## config.mk

```make
export PLATFORM = sky130hd
export DESIGN_NAME = ft_frame_loopback_flat
export DESIGN_NICKNAME = d
export VERILOG_FILES = /design/src/rtl/ft_frame_loopback_if.sv /design/src/rtl/ft_frame_loopback.sv /design/src/flat_wrapper.sv
export SDC_FILE = /design/constraint.sdc
export NUM_CORES = 1
export LEC_CHECK = 0
export ABC_AREA = 1
export BUFFER_PORTS_ARGS = -buffer_cell sky130_fd_sc_hd__clkbuf_2
export CAP_MARGIN = 25
export CORE_UTILIZATION = 31
export CTS_CLUSTER_DIAMETER = 200
export DETAILED_ROUTE_END_ITERATION = 8
export HOLD_SLACK_MARGIN = 0.02
export RECOVER_POWER = 100
export SETUP_SLACK_MARGIN = 0.3
export SKIP_LAST_GASP = 1
export SYNTH_ARGS = -nofsm -noshare
export SYNTH_HDL_FRONTEND = slang
export SYNTH_SLANG_ARGS = --single-unit
```

## constraint.sdc

```tcl
create_clock -name fifo_clk_i -period 5.7 [get_ports fifo_clk_i]
set_input_delay 0.285 -clock fifo_clk_i [delete_from_list [all_inputs] [get_ports fifo_clk_i]]
set_output_delay 0.285 -clock fifo_clk_i [all_outputs]
set_load 0.005 [all_outputs]
```

## src/rtl/ft_frame_loopback_if.sv

```systemverilog
`timescale 1ns/1ps
`default_nettype none
// +--------------------------------------------------------------------------+
// | Module   : ft_frame_loopback_if                                           |
// | Purpose  : FT2232 IN-FIFO read port and OUT-FIFO write port bundle        |
// | Revision : 1.0  initial release                                           |
// +--------------------------------------------------------------------------+
interface ft_frame_loopback_if;
  logic       rd_in_fifo_clk_o;
  logic       rd_in_fifo_en_o;
  logic [7:0] rd_in_fifo_data_i;
  logic       rd_in_fifo_empty_i;
  logic       wr_out_fifo_clk_o;
  logic       wr_out_fifo_en_o;
  logic [7:0] wr_out_fifo_data_o;
  logic       wr_out_fifo_full_i;
  logic       wr_out_fifo_afull_i;

  modport master (
    output rd_in_fifo_clk_o, rd_in_fifo_en_o,
    input  rd_in_fifo_data_i, rd_in_fifo_empty_i,
    output wr_out_fifo_clk_o, wr_out_fifo_en_o, wr_out_fifo_data_o,
    input  wr_out_fifo_full_i, wr_out_fifo_afull_i
  );

  modport slave (
    input  rd_in_fifo_clk_o, rd_in_fifo_en_o,
    output rd_in_fifo_data_i, rd_in_fifo_empty_i,
    input  wr_out_fifo_clk_o, wr_out_fifo_en_o, wr_out_fifo_data_o,
    output wr_out_fifo_full_i, wr_out_fifo_afull_i
  );
endinterface
`default_nettype wire

```

## src/rtl/ft_frame_loopback.sv

```systemverilog
`timescale 1ns/1ps
`default_nettype none
// +--------------------------------------------------------------------------+
// | Module   : ft_frame_loopback                                              |
// | Purpose  : parses host frames from the IN FIFO and echoes them with a     |
// |            status byte into the OUT FIFO                                  |
// | Revision : 1.0  initial release                                           |
// +--------------------------------------------------------------------------+
module ft_frame_loopback #(
  parameter logic [7:0] SOF            = 8'hA5,
  parameter logic [7:0] RSP            = 8'h5A,
  parameter int         TIMEOUT_CYCLES = 1024
) (
  input  wire                 fifo_clk_i,
  input  wire                 reset_i,
  ft_frame_loopback_if.master fifo,
  output logic                busy_o,
  output logic [15:0]         frame_ok_count_o,
  output logic [15:0]         frame_err_count_o
);

  localparam int IDLE_W = $clog2(TIMEOUT_CYCLES);
  localparam logic [IDLE_W-1:0] c_IDLE_MAX = IDLE_W'(TIMEOUT_CYCLES - 1);

  localparam logic [2:0] c_HUNT    = 3'd0;
  localparam logic [2:0] c_LEN     = 3'd1;
  localparam logic [2:0] c_PAYLOAD = 3'd2;
  localparam logic [2:0] c_CSUM    = 3'd3;
  localparam logic [2:0] c_STATUS  = 3'd4;

  localparam logic [7:0] c_ST_OK      = 8'h00;
  localparam logic [7:0] c_ST_CSUM    = 8'h01;
  localparam logic [7:0] c_ST_TIMEOUT = 8'h02;

  logic [2:0]        r_state;
  logic [2:0]        w_state_next;
  logic              r_rd_pend;
  logic [IDLE_W-1:0] r_idle;
  logic [7:0]        r_sum;
  logic [7:0]        r_rem;
  logic [7:0]        r_status;
  logic              r_wr_en;
  logic [7:0]        r_wr_data;
  logic [15:0]       r_ok_cnt;
  logic [15:0]       r_err_cnt;

  logic              w_space;
  logic              w_rd_en;
  logic              w_consume;
  logic [7:0]        w_byte;
  logic [7:0]        w_csum_total;
  logic              w_timed;
  logic              w_timeout;

  assign w_space      = !fifo.wr_out_fifo_full_i && !fifo.wr_out_fifo_afull_i;
  assign w_consume    = r_rd_pend;
  assign w_byte       = fifo.rd_in_fifo_data_i;
  assign w_csum_total = r_sum + w_byte;
  assign w_timed      = (r_state == c_LEN) || (r_state == c_PAYLOAD) || (r_state == c_CSUM);
  // A read issued this cycle wins over an expiring idle counter.
  assign w_timeout    = w_timed && (r_idle == c_IDLE_MAX) && !r_rd_pend && !w_rd_en;

  always_ff @(posedge fifo_clk_i or posedge reset_i) begin
    if (reset_i) begin
      r_state <= c_HUNT;
    end else begin
      r_state <= w_state_next;
    end
  end

  always_comb begin
    w_state_next = r_state;
    case (r_state)
      c_HUNT: begin
        if (w_consume && (w_byte == SOF)) w_state_next = c_LEN;
      end
      c_LEN: begin
        if (w_consume)      w_state_next = (w_byte == 8'h00) ? c_CSUM : c_PAYLOAD;
        else if (w_timeout) w_state_next = c_STATUS;
      end
      c_PAYLOAD: begin
        if (w_consume) begin
          if (r_rem == 8'd1) w_state_next = c_CSUM;
        end else if (w_timeout) begin
          w_state_next = c_STATUS;
        end
      end
      c_CSUM: begin
        if (w_consume || w_timeout) w_state_next = c_STATUS;
      end
      c_STATUS: begin
        if (w_space) w_state_next = c_HUNT;
      end
      default: w_state_next = c_HUNT;
    endcase
  end

  // Strobe is combinational so it can honour empty/full sampled in the same cycle.
  always_comb begin
    w_rd_en = 1'b0;
    if (!reset_i && (r_state != c_STATUS) && !r_rd_pend &&
        !fifo.rd_in_fifo_empty_i && w_space) begin
      w_rd_en = 1'b1;
    end
    busy_o = (r_state != c_HUNT);
  end

  always_ff @(posedge fifo_clk_i or posedge reset_i) begin
    if (reset_i) begin
      r_rd_pend <= 1'b0;
      r_idle    <= '0;
    end else begin
      r_rd_pend <= w_rd_en;
      if (!w_timed || w_consume || (w_state_next != r_state)) begin
        r_idle <= '0;
      end else if (r_idle != c_IDLE_MAX) begin
        r_idle <= r_idle + IDLE_W'(1);
      end
    end
  end

  always_ff @(posedge fifo_clk_i or posedge reset_i) begin
    if (reset_i) begin
      r_sum     <= 8'h00;
      r_rem     <= 8'h00;
      r_status  <= c_ST_OK;
      r_wr_en   <= 1'b0;
      r_wr_data <= 8'h00;
      r_ok_cnt  <= 16'h0000;
      r_err_cnt <= 16'h0000;
    end else begin
      r_wr_en <= 1'b0;
      case (r_state)
        c_HUNT: begin
          if (w_consume && (w_byte == SOF)) begin
            r_wr_en   <= 1'b1;
            r_wr_data <= RSP;
          end
        end
        c_LEN: begin
          if (w_consume) begin
            r_wr_en   <= 1'b1;
            r_wr_data <= w_byte;
            r_rem     <= w_byte;
            r_sum     <= w_byte;
          end else if (w_timeout) begin
            r_status <= c_ST_TIMEOUT;
          end
        end
        c_PAYLOAD: begin
          if (w_consume) begin
            r_wr_en   <= 1'b1;
            r_wr_data <= w_byte;
            r_sum     <= w_csum_total;
            r_rem     <= r_rem - 8'd1;
          end else if (w_timeout) begin
            r_status <= c_ST_TIMEOUT;
          end
        end
        c_CSUM: begin
          if (w_consume) begin
            r_status <= (w_csum_total == 8'h00) ? c_ST_OK : c_ST_CSUM;
          end else if (w_timeout) begin
            r_status <= c_ST_TIMEOUT;
          end
        end
        c_STATUS: begin
          if (w_space) begin
            r_wr_en   <= 1'b1;
            r_wr_data <= r_status;
            if (r_status == c_ST_OK) r_ok_cnt  <= r_ok_cnt + 16'd1;
            else                     r_err_cnt <= r_err_cnt + 16'd1;
          end
        end
        default: ;
      endcase
    end
  end

  assign fifo.rd_in_fifo_clk_o  = fifo_clk_i;
  assign fifo.wr_out_fifo_clk_o = fifo_clk_i;
  assign fifo.rd_in_fifo_en_o   = w_rd_en;
  assign fifo.wr_out_fifo_en_o  = r_wr_en;
  assign fifo.wr_out_fifo_data_o = r_wr_data;
  assign frame_ok_count_o       = r_ok_cnt;
  assign frame_err_count_o      = r_err_cnt;

endmodule
`default_nettype wire

```

## src/flat_wrapper.sv

```systemverilog
// flat-port wrapper written by rule: the top's interface ports become plain ports
module ft_frame_loopback_flat 
#(
  parameter logic [7:0] SOF            = 8'hA5,
  parameter logic [7:0] RSP            = 8'h5A,
  parameter int         TIMEOUT_CYCLES = 1024
)
  (fifo_clk_i, reset_i, busy_o, frame_ok_count_o, frame_err_count_o, fifo_rd_in_fifo_clk_o, fifo_rd_in_fifo_en_o, fifo_rd_in_fifo_data_i, fifo_rd_in_fifo_empty_i, fifo_wr_out_fifo_clk_o, fifo_wr_out_fifo_en_o, fifo_wr_out_fifo_data_o, fifo_wr_out_fifo_full_i, fifo_wr_out_fifo_afull_i);
  ft_frame_loopback_if fifo_i ();
  input  wire fifo_clk_i;
  input  wire reset_i;
  output logic busy_o;
  output logic [15:0] frame_ok_count_o;
  output logic [15:0] frame_err_count_o;
  output wire logic [$bits(fifo_i.rd_in_fifo_clk_o)-1:0] fifo_rd_in_fifo_clk_o;
  output wire logic [$bits(fifo_i.rd_in_fifo_en_o)-1:0] fifo_rd_in_fifo_en_o;
  input wire logic [$bits(fifo_i.rd_in_fifo_data_i)-1:0] fifo_rd_in_fifo_data_i;
  input wire logic [$bits(fifo_i.rd_in_fifo_empty_i)-1:0] fifo_rd_in_fifo_empty_i;
  output wire logic [$bits(fifo_i.wr_out_fifo_clk_o)-1:0] fifo_wr_out_fifo_clk_o;
  output wire logic [$bits(fifo_i.wr_out_fifo_en_o)-1:0] fifo_wr_out_fifo_en_o;
  output wire logic [$bits(fifo_i.wr_out_fifo_data_o)-1:0] fifo_wr_out_fifo_data_o;
  input wire logic [$bits(fifo_i.wr_out_fifo_full_i)-1:0] fifo_wr_out_fifo_full_i;
  input wire logic [$bits(fifo_i.wr_out_fifo_afull_i)-1:0] fifo_wr_out_fifo_afull_i;
  assign fifo_rd_in_fifo_clk_o = fifo_i.rd_in_fifo_clk_o;
  assign fifo_rd_in_fifo_en_o = fifo_i.rd_in_fifo_en_o;
  assign fifo_i.rd_in_fifo_data_i = fifo_rd_in_fifo_data_i;
  assign fifo_i.rd_in_fifo_empty_i = fifo_rd_in_fifo_empty_i;
  assign fifo_wr_out_fifo_clk_o = fifo_i.wr_out_fifo_clk_o;
  assign fifo_wr_out_fifo_en_o = fifo_i.wr_out_fifo_en_o;
  assign fifo_wr_out_fifo_data_o = fifo_i.wr_out_fifo_data_o;
  assign fifo_i.wr_out_fifo_full_i = fifo_wr_out_fifo_full_i;
  assign fifo_i.wr_out_fifo_afull_i = fifo_wr_out_fifo_afull_i;
  ft_frame_loopback #(.SOF(SOF), .RSP(RSP), .TIMEOUT_CYCLES(TIMEOUT_CYCLES)) u_core (.fifo_clk_i(fifo_clk_i), .reset_i(reset_i), .fifo(fifo_i), .busy_o(busy_o), .frame_ok_count_o(frame_ok_count_o), .frame_err_count_o(frame_err_count_o));
endmodule
```

==> reports/metrics.yaml, run 1 <==
vias_per_cell: 4.87
hp-class: "input pin to flip-flop"
cp_slowest_cell: "nor2_1"
cts_hold_buf: 0
antenna_left: 0
yosys_warnings: 0
ys_ff_latch: 79
utilization_pct: 36.4
synthFlopType: "dfrtp_1"
die_area_mm2: 0.0151
worstPathCellList: "clkinvlp_2 -> nand3_1 -> nand2_1 -> inv_1 -> nor2_1 -> clkinvlp_2 -> nand3_1 -> nor2_1 -> a21oi_1"
netlist_area_mm2: 0.00454
drv_cap: 0
cp.depth: 9
p_int_w: 0.00115
seq_power_share_pct: 40.9
vias: 3908
wl_um: 10800
tns_ps: 0
grt_first_pass_wirelength_um: 18000
wl_met1_um: 5210
p_leak_nw: 2.50
drive_above_1_share_pct: 10.3
failed_checks: "hold timing"
grt_max_degree: 80
status: "finished, violations left"
synth_edf_count: 0
finalClockSkew_ps: 88.2
clk_pin_slew_ps: 80
diodes: 0
core_mm2: 0.0141
worstRegToRegCells: 9
cp_data_arrival_time_ps: 5120
gp_congestion: 0.874
initial_core_util_pct: 32.2
topRoutingLayerUsed: "met4"
slowest_delay_ps: 880
wl_met2_um: 4980
clock_latency_ps: 1150
grt_pass1_vias: 3653
met3_length_um: 374
layout.nets: 645
period_needed_ps: 4140
hold_ws_ps: -433
fin_ws_ps: 1560
numCtsBuffers: 9
crit_path_start_kind: "flip-flop"
rows: 43
crit_required_ps: 6680
io_buffers: 57
power_frac_clock_pct: 27.2
crit_fanout: 20
first_pass_iters: 5
rsz0062_at_grt: "no"
ios: 58
dp_slack_ps: 2480
synth_cell_types: 44
setup_violations: 0
fmax_ghz: 0.242
postPlaceCellArea_mm2: 0.00500
switching_share_pct: 36.1
hpwlAfterDp_um: 7910
grt_overflow: 0
worst_pin_slew_ps: 1160
hold_viol: 40
drcViolationCount: 0
antenna_found_initial: 0
crit_type: "flip-flop to flip-flop"
period_share_pct: 72.6
p_sw_w: 0.000649
crit_buf_inv: 3
wl_per_cell_um: 13.4
cts.repair.resized: 0
fin_area_mm2: 0.00512
cts_root_buf: "clkbuf_16"
post_cts_buffers: 0
cp-end-kind: "flip-flop"
syn_area_per_cell_um2: 8.17
cts_tree: "yes"
synth_nets: 582
crit_family: "simple AND/OR/NAND/NOR gates"
synthCells: 556
track_usage_pct: 15.3
clockBufferDepth: 2
drt_iter0_drc: 186
syn_to_final_growth_pct: 12.8
relSlewSlack_pct: 22.4
slew_viol_final: 0
synthArstFlopShare_pct: 100
powerDensity_mw_per_mm2: 351
die-height_um: 123
peakVddDrop_v: 0.000134
pwr-share-comb_pct: 31.9
dieWidth_um: 123
htree_levels: 3
fillers: 1498
ys_seq_area_share_pct: 43.5
holdPathStages: 3
[worst min-delay path: stages]
cell and delay [ps]:
clkbuf_2 130, nand2_1 100, a31oi_1 80
[area by class of cell]
| cell class | count | area (um2) | share of cell area (%) |
|---|---|---|---|
| timing repair buffer | 58 | 293 | 5.71 |
| clock buffer | 14 | 224 | 4.37 |
| sequential | 79 | 1980 | 38.6 |
| clock inverter | 3 | 16.3 | 0.317 |
| inverter | 69 | 263 | 5.13 |
| multi-input combinational | 400 | 2130 | 41.5 |
| tap | 180 | 225 | 4.39 |
[worst paths after layout]
path,slack (ps),end,startpoint
worst max-delay path,1560,u_core.fifo.wr_out_fifo_data_o[2],u_core.r_state[2]
worst min-delay path,-430,u_core.r_sum[0],fifo_rd_in_fifo_data_i[0]
worst max register to register,1560,u_core.fifo.wr_out_fifo_data_o[2],u_core.r_state[2]
worst min register to register,530,u_core.r_status[2],u_core.r_status[2]
max in group asynchronous,4790,u_core.frame_err_count_o[7],reset_i
min in group asynchronous,60,u_core.fifo.wr_out_fifo_data_o[0],reset_i
[routing by layer]
metal  vias up  GRT usage, %
met5         -             0
met4         0          4.74
met3        15          2.68
li1       1952             -
met1      1853          20.7
met2        88          24.8
[cells in the final DEF (no fill, tap or decap), types with 14 or more instances in the layout]
master,Yosys,final
xor2_1,25,25
clkbuf_2,0,38
nor2_1,61,69
inv_1,62,63
dfrtp_1,79,79
clkbuf_1,1,23
nand2_1,112,116
o21ai_0,24,27
a21oi_1,28,29
xnor2_1,14,14
nand3_1,32,34
nor3_1,17,18
nand4_1,22,23
[cells by family (layout without fill, tap and decap cells)]
| kind of cell | after synthesis | after routing | synth area share [%] |
|---|---|---|---|
| simple gates | 273 | 273 | 28.6 |
| flops | 79 | 79 | 43.5 |
| buf+inv | 77 | 144 | 7.16 |
| compound gates | 75 | 75 | 9.42 |
| xor+xnor | 39 | 39 | 7.52 |
| fa+ha+maj | 13 | 13 | 3.75 |
[cells in the mapped netlist, drive strengths merged (3+ instances only)]
master	number	area share [%]
nand2	117	10
dfrtp	79	44
nor2	71	7.1
inv	68	5.7
nand3	35	4.5
a21oi	33	4.0
o21ai	27	3.0
xor2	25	4.8
nand4	23	3.3
nor3	19	2.3
xnor2	14	2.7
ha	12	3.3
a22oi	7	1.2
buf	7	1.3
a31oi	3	0.41
nand3b	3	0.50
[state kept, by name, indices dropped and copies added (netlist names)]
| signal | cells |
|---|---|
| u_core.fifo.wr_out_fifo_data_o | 8 |
| u_core.frame_ok_count_o | 16 |
| u_core.r_sum | 8 |
| u_core.r_status | 8 |
| u_core.r_rd_pend | 1 |
| u_core.fifo.wr_out_fifo_en_o | 1 |
| u_core.frame_err_count_o | 16 |
| u_core.r_rem | 8 |
| u_core.r_state | 3 |
| u_core.r_idle | 10 |
[per-stage QoR]
| stage | cells | total power (W) |
|---|---|---|
| floorplan | 556 | 0.00120 |
| global placement | 786 | 0.00135 |
| detailed placement | 786 | 0.00136 |
| CTS | 801 | 0.00190 |
| global route | 803 | 0.00195 |
| finish | 803 | 0.00180 |
[power groups by stage]
stage	clock network [W]	logic, W	registers (W)
finish	0.000488	0.000574	0.000735
global placement	0.0000153	0.000585	0.000745
floorplan	0.0000227	0.000452	0.000730
detailed placement	0.0000153	0.000594	0.000747
global route	0.000525	0.000672	0.000748
CTS	0.000562	0.000598	0.000738
No activity file was read; power rests on OpenSTA's default activity.
==> run 2: changes to the inputs <==
==> constraint.sdc (replaced) <==
create_clock -name fifo_clk_i -period 4.2 [get_ports fifo_clk_i]
set_input_delay 0.21 -clock fifo_clk_i [delete_from_list [all_inputs] [get_ports fifo_clk_i]]
set_output_delay 0.21 -clock fifo_clk_i [all_outputs]
set_load 0.005 [all_outputs]
==> run 2 against run 1 <==
  * The flow finishes with violations (hold timing, capacitance limit, slew limit)
  * Critical path depth decreased by 6
  * Core utilization increased by 0.080 points
  * Non-clock buffer count decreased by 2
  * Sequential share of layout area decreased by 0.085 points
  * Cell area increased by 0.22%
==> reports/metrics.yaml, run 2 (same netlist as run 1, synthesis figures left out) <==
switching_share_pct: 35.1  # was 36.1%
vias_per_cell: 4.89  # was 4.87
drv_cap: 2  # was 0
layout.nets: 643  # was 645
crit_path_frequent_cell: "clkbuf_1"
worstPathCellList: "clkbuf_1 -> clkbuf_1 -> clkbuf_2"  # was clkinvlp_2 -> nand3_1 -> nand2_1 -> inv_1 -> nor2_1 -> clkinvlp_2 -> nand3_1 -> nor2_1 -> a21oi_1
p_sw_w: 0.000899  # was 0.000649 W
first_pass_iters: 4  # was 5
worstRegToRegCells: 9  # unchanged
gp_congestion: 0.851  # was 0.874
post_cts_buffers: 0  # unchanged
drive_above_1_share_pct: 9.49  # was 10.3%
core_mm2: 0.0141  # unchanged
crit_type: "clock port to primary output"  # was flip-flop to flip-flop
r2r_setup_slack_ps: 1090  # was 1560 ps
dp.cells: 786  # unchanged
grt_overflow: 0  # unchanged
numCtsBuffers: 9  # unchanged
syn_to_final_growth_pct: 13.1  # was 12.8%
crit_fanout: 12  # was 20
p_leak_nw: 2.50  # about the same
drt_iter0_drc: 255  # was 186
pwr-share-comb_pct: 30.6  # was 31.9%
antenna_found_initial: 0  # unchanged
hpwlAfterDp_um: 8140  # was 7910 um
seq_power_share_pct: 39.0  # was 40.9%
failed_checks: "hold timing, capacitance limit, slew limit"  # was hold timing
die_area_mm2: 0.0151  # unchanged
grt_first_pass_wirelength_um: 18500  # was 18000 um
hp-class: "input pin to flip-flop"  # unchanged
rows: 43  # unchanged
initial_core_util_pct: 32.2  # unchanged
wl_um: 10900  # was 10800 um
peakVddDrop_v: 0.000168  # was 0.000134 V
ios: 58  # unchanged
slew_viol_final: 82  # was 0
wl_per_cell_um: 13.6  # was 13.4 um
cp_slowest_cell: "clkbuf_1"  # was nor2_1
clock_latency_ps: 1150  # about the same
hold_ws_ps: -481  # was -433 ps
crit_path_start_kind: "clock port"  # was flip-flop
grt_max_degree: 51  # was 80
track_usage_pct: 15.6  # was 15.3%
dieWidth_um: 123  # unchanged
rsz0062_at_grt: "no"  # unchanged
powerDensity_mw_per_mm2: 499  # was 351 mW/mm2
grt_pass1_vias: 3821  # was 3653
tns_ps: 0  # unchanged
status: "finished, violations left"  # unchanged
io_buffers: 57  # unchanged
setup_violations: 0  # unchanged
slowest_delay_ps: 390  # was 880 ps
cts_hold_buf: 0  # unchanged
p_int_w: 0.00166  # was 0.00115 W
cts_tree: "yes"  # unchanged
cts.repair.resized: 0  # unchanged
hp-start: "fifo_rd_in_fifo_empty_i"  # was fifo_rd_in_fifo_data_i[0]
r2r-end: "u_core.fifo.wr_out_fifo_data_o[5]"  # was u_core.fifo.wr_out_fifo_data_o[2]
utilization_pct: 36.4  # about the same
final_cell_mix: "nand2_1 (116), dfrtp_1 (79), nor2_1 (70), inv_1 (62), nand3_1 (33)"  # was nand2_1 (116), dfrtp_1 (79), nor2_1 (69), inv_1 (63), clkbuf_2 (38)
die-height_um: 123  # unchanged
diodes: 0  # unchanged
power_frac_clock_pct: 30.4  # was 27.2%
finalClockSkew_ps: 114  # was 88.2 ps
htree_levels: 3  # unchanged
holdPathStages: 4  # was 3
cp-end-kind: "primary output"  # was flip-flop
cp_data_arrival_time_ps: 3020  # was 5120 ps
vias: 3925  # was 3908
hold_viol: 94  # was 40
final_common_cell: "nand2_1"  # unchanged
clk_pin_slew_ps: 80  # about the same
drcViolationCount: 0  # unchanged
final_cells: 802  # was 803
clockBufferDepth: 2  # unchanged
worst_pin_slew_ps: 2270  # was 1160 ps
antenna_left: 0  # unchanged
crit_required_ps: 3990  # was 6680 ps
holdPathEnd: "u_core.r_rd_pend"  # was u_core.r_sum[0]
r2r-start: "u_core.r_state[2]"  # unchanged
cts_root_buf: "clkbuf_16"  # unchanged
relSlewSlack_pct: -51.8  # was 22.4%
run 2: through the flow:
step           total power [W]  area [um2]  worst slack, ps  hold slack, ps
4_1_cts                0.00269        5320             1440            62.4
6_report               0.00256        5140              968            -481
3_5_place_dp           0.00184        5000             1800             294
2_1_floorplan          0.00163        4540             1780             291
5_1_grt                0.00275        5140              742            -488
3_3_place_gp           0.00183        5000             1800             294
run 2: layout make-up:
class | count | area, um2
well taps | 180 | 225
clock buffers | 12 | 206
inverters | 69 | 264
fillers | 1516 | 8960
repair buffers | 56 | 246
multi-input cells | 400 | 2140
flip-flops and latches | 79 | 1980
clock inverters | 6 | 81.3
run 2: power groups by stage:
stage	clock [W]	sequential, W	combinational [W]
detailed placement	0.0000208	0.00101	0.000805
floorplan	0.0000309	0.000991	0.000613
global route	0.000827	0.00102	0.000901
global placement	0.0000208	0.00101	0.000798
finish	0.000778	0.00100	0.000783
CTS	0.000878	0.00100	0.000811
run 2: worst max path at each step:
stage	start	endpoint	slack [ps]	cells past startpoint
floorplan	fifo_clk_i	fifo_rd_in_fifo_clk_o	1780	1
global placement	fifo_clk_i	fifo_rd_in_fifo_clk_o	1800	1
detailed placement	fifo_clk_i	fifo_rd_in_fifo_clk_o	1800	1
CTS	fifo_clk_i	fifo_wr_out_fifo_clk_o	1440	3
global route	u_core.r_state[2]	u_core.fifo.wr_out_fifo_data_o[5]	740	9
finish	fifo_clk_i	fifo_wr_out_fifo_clk_o	970	3
run 2: worst max-delay path, delay by kind of cell:
family,cells,cell delay [ps]
buffers and inverters,3,910
run 2: per-layer routing:
layer / GRT usage (%) / vias to the layer above / share of wire [%]
met5: 0 / - / 0
met4: 6.85 / 0 / 2.5
met3: 2.44 / 21 / 3.7
met2: 24.5 / 90 / 45
met1: 21.3 / 1865 / 49
li1: - / 1949 / -
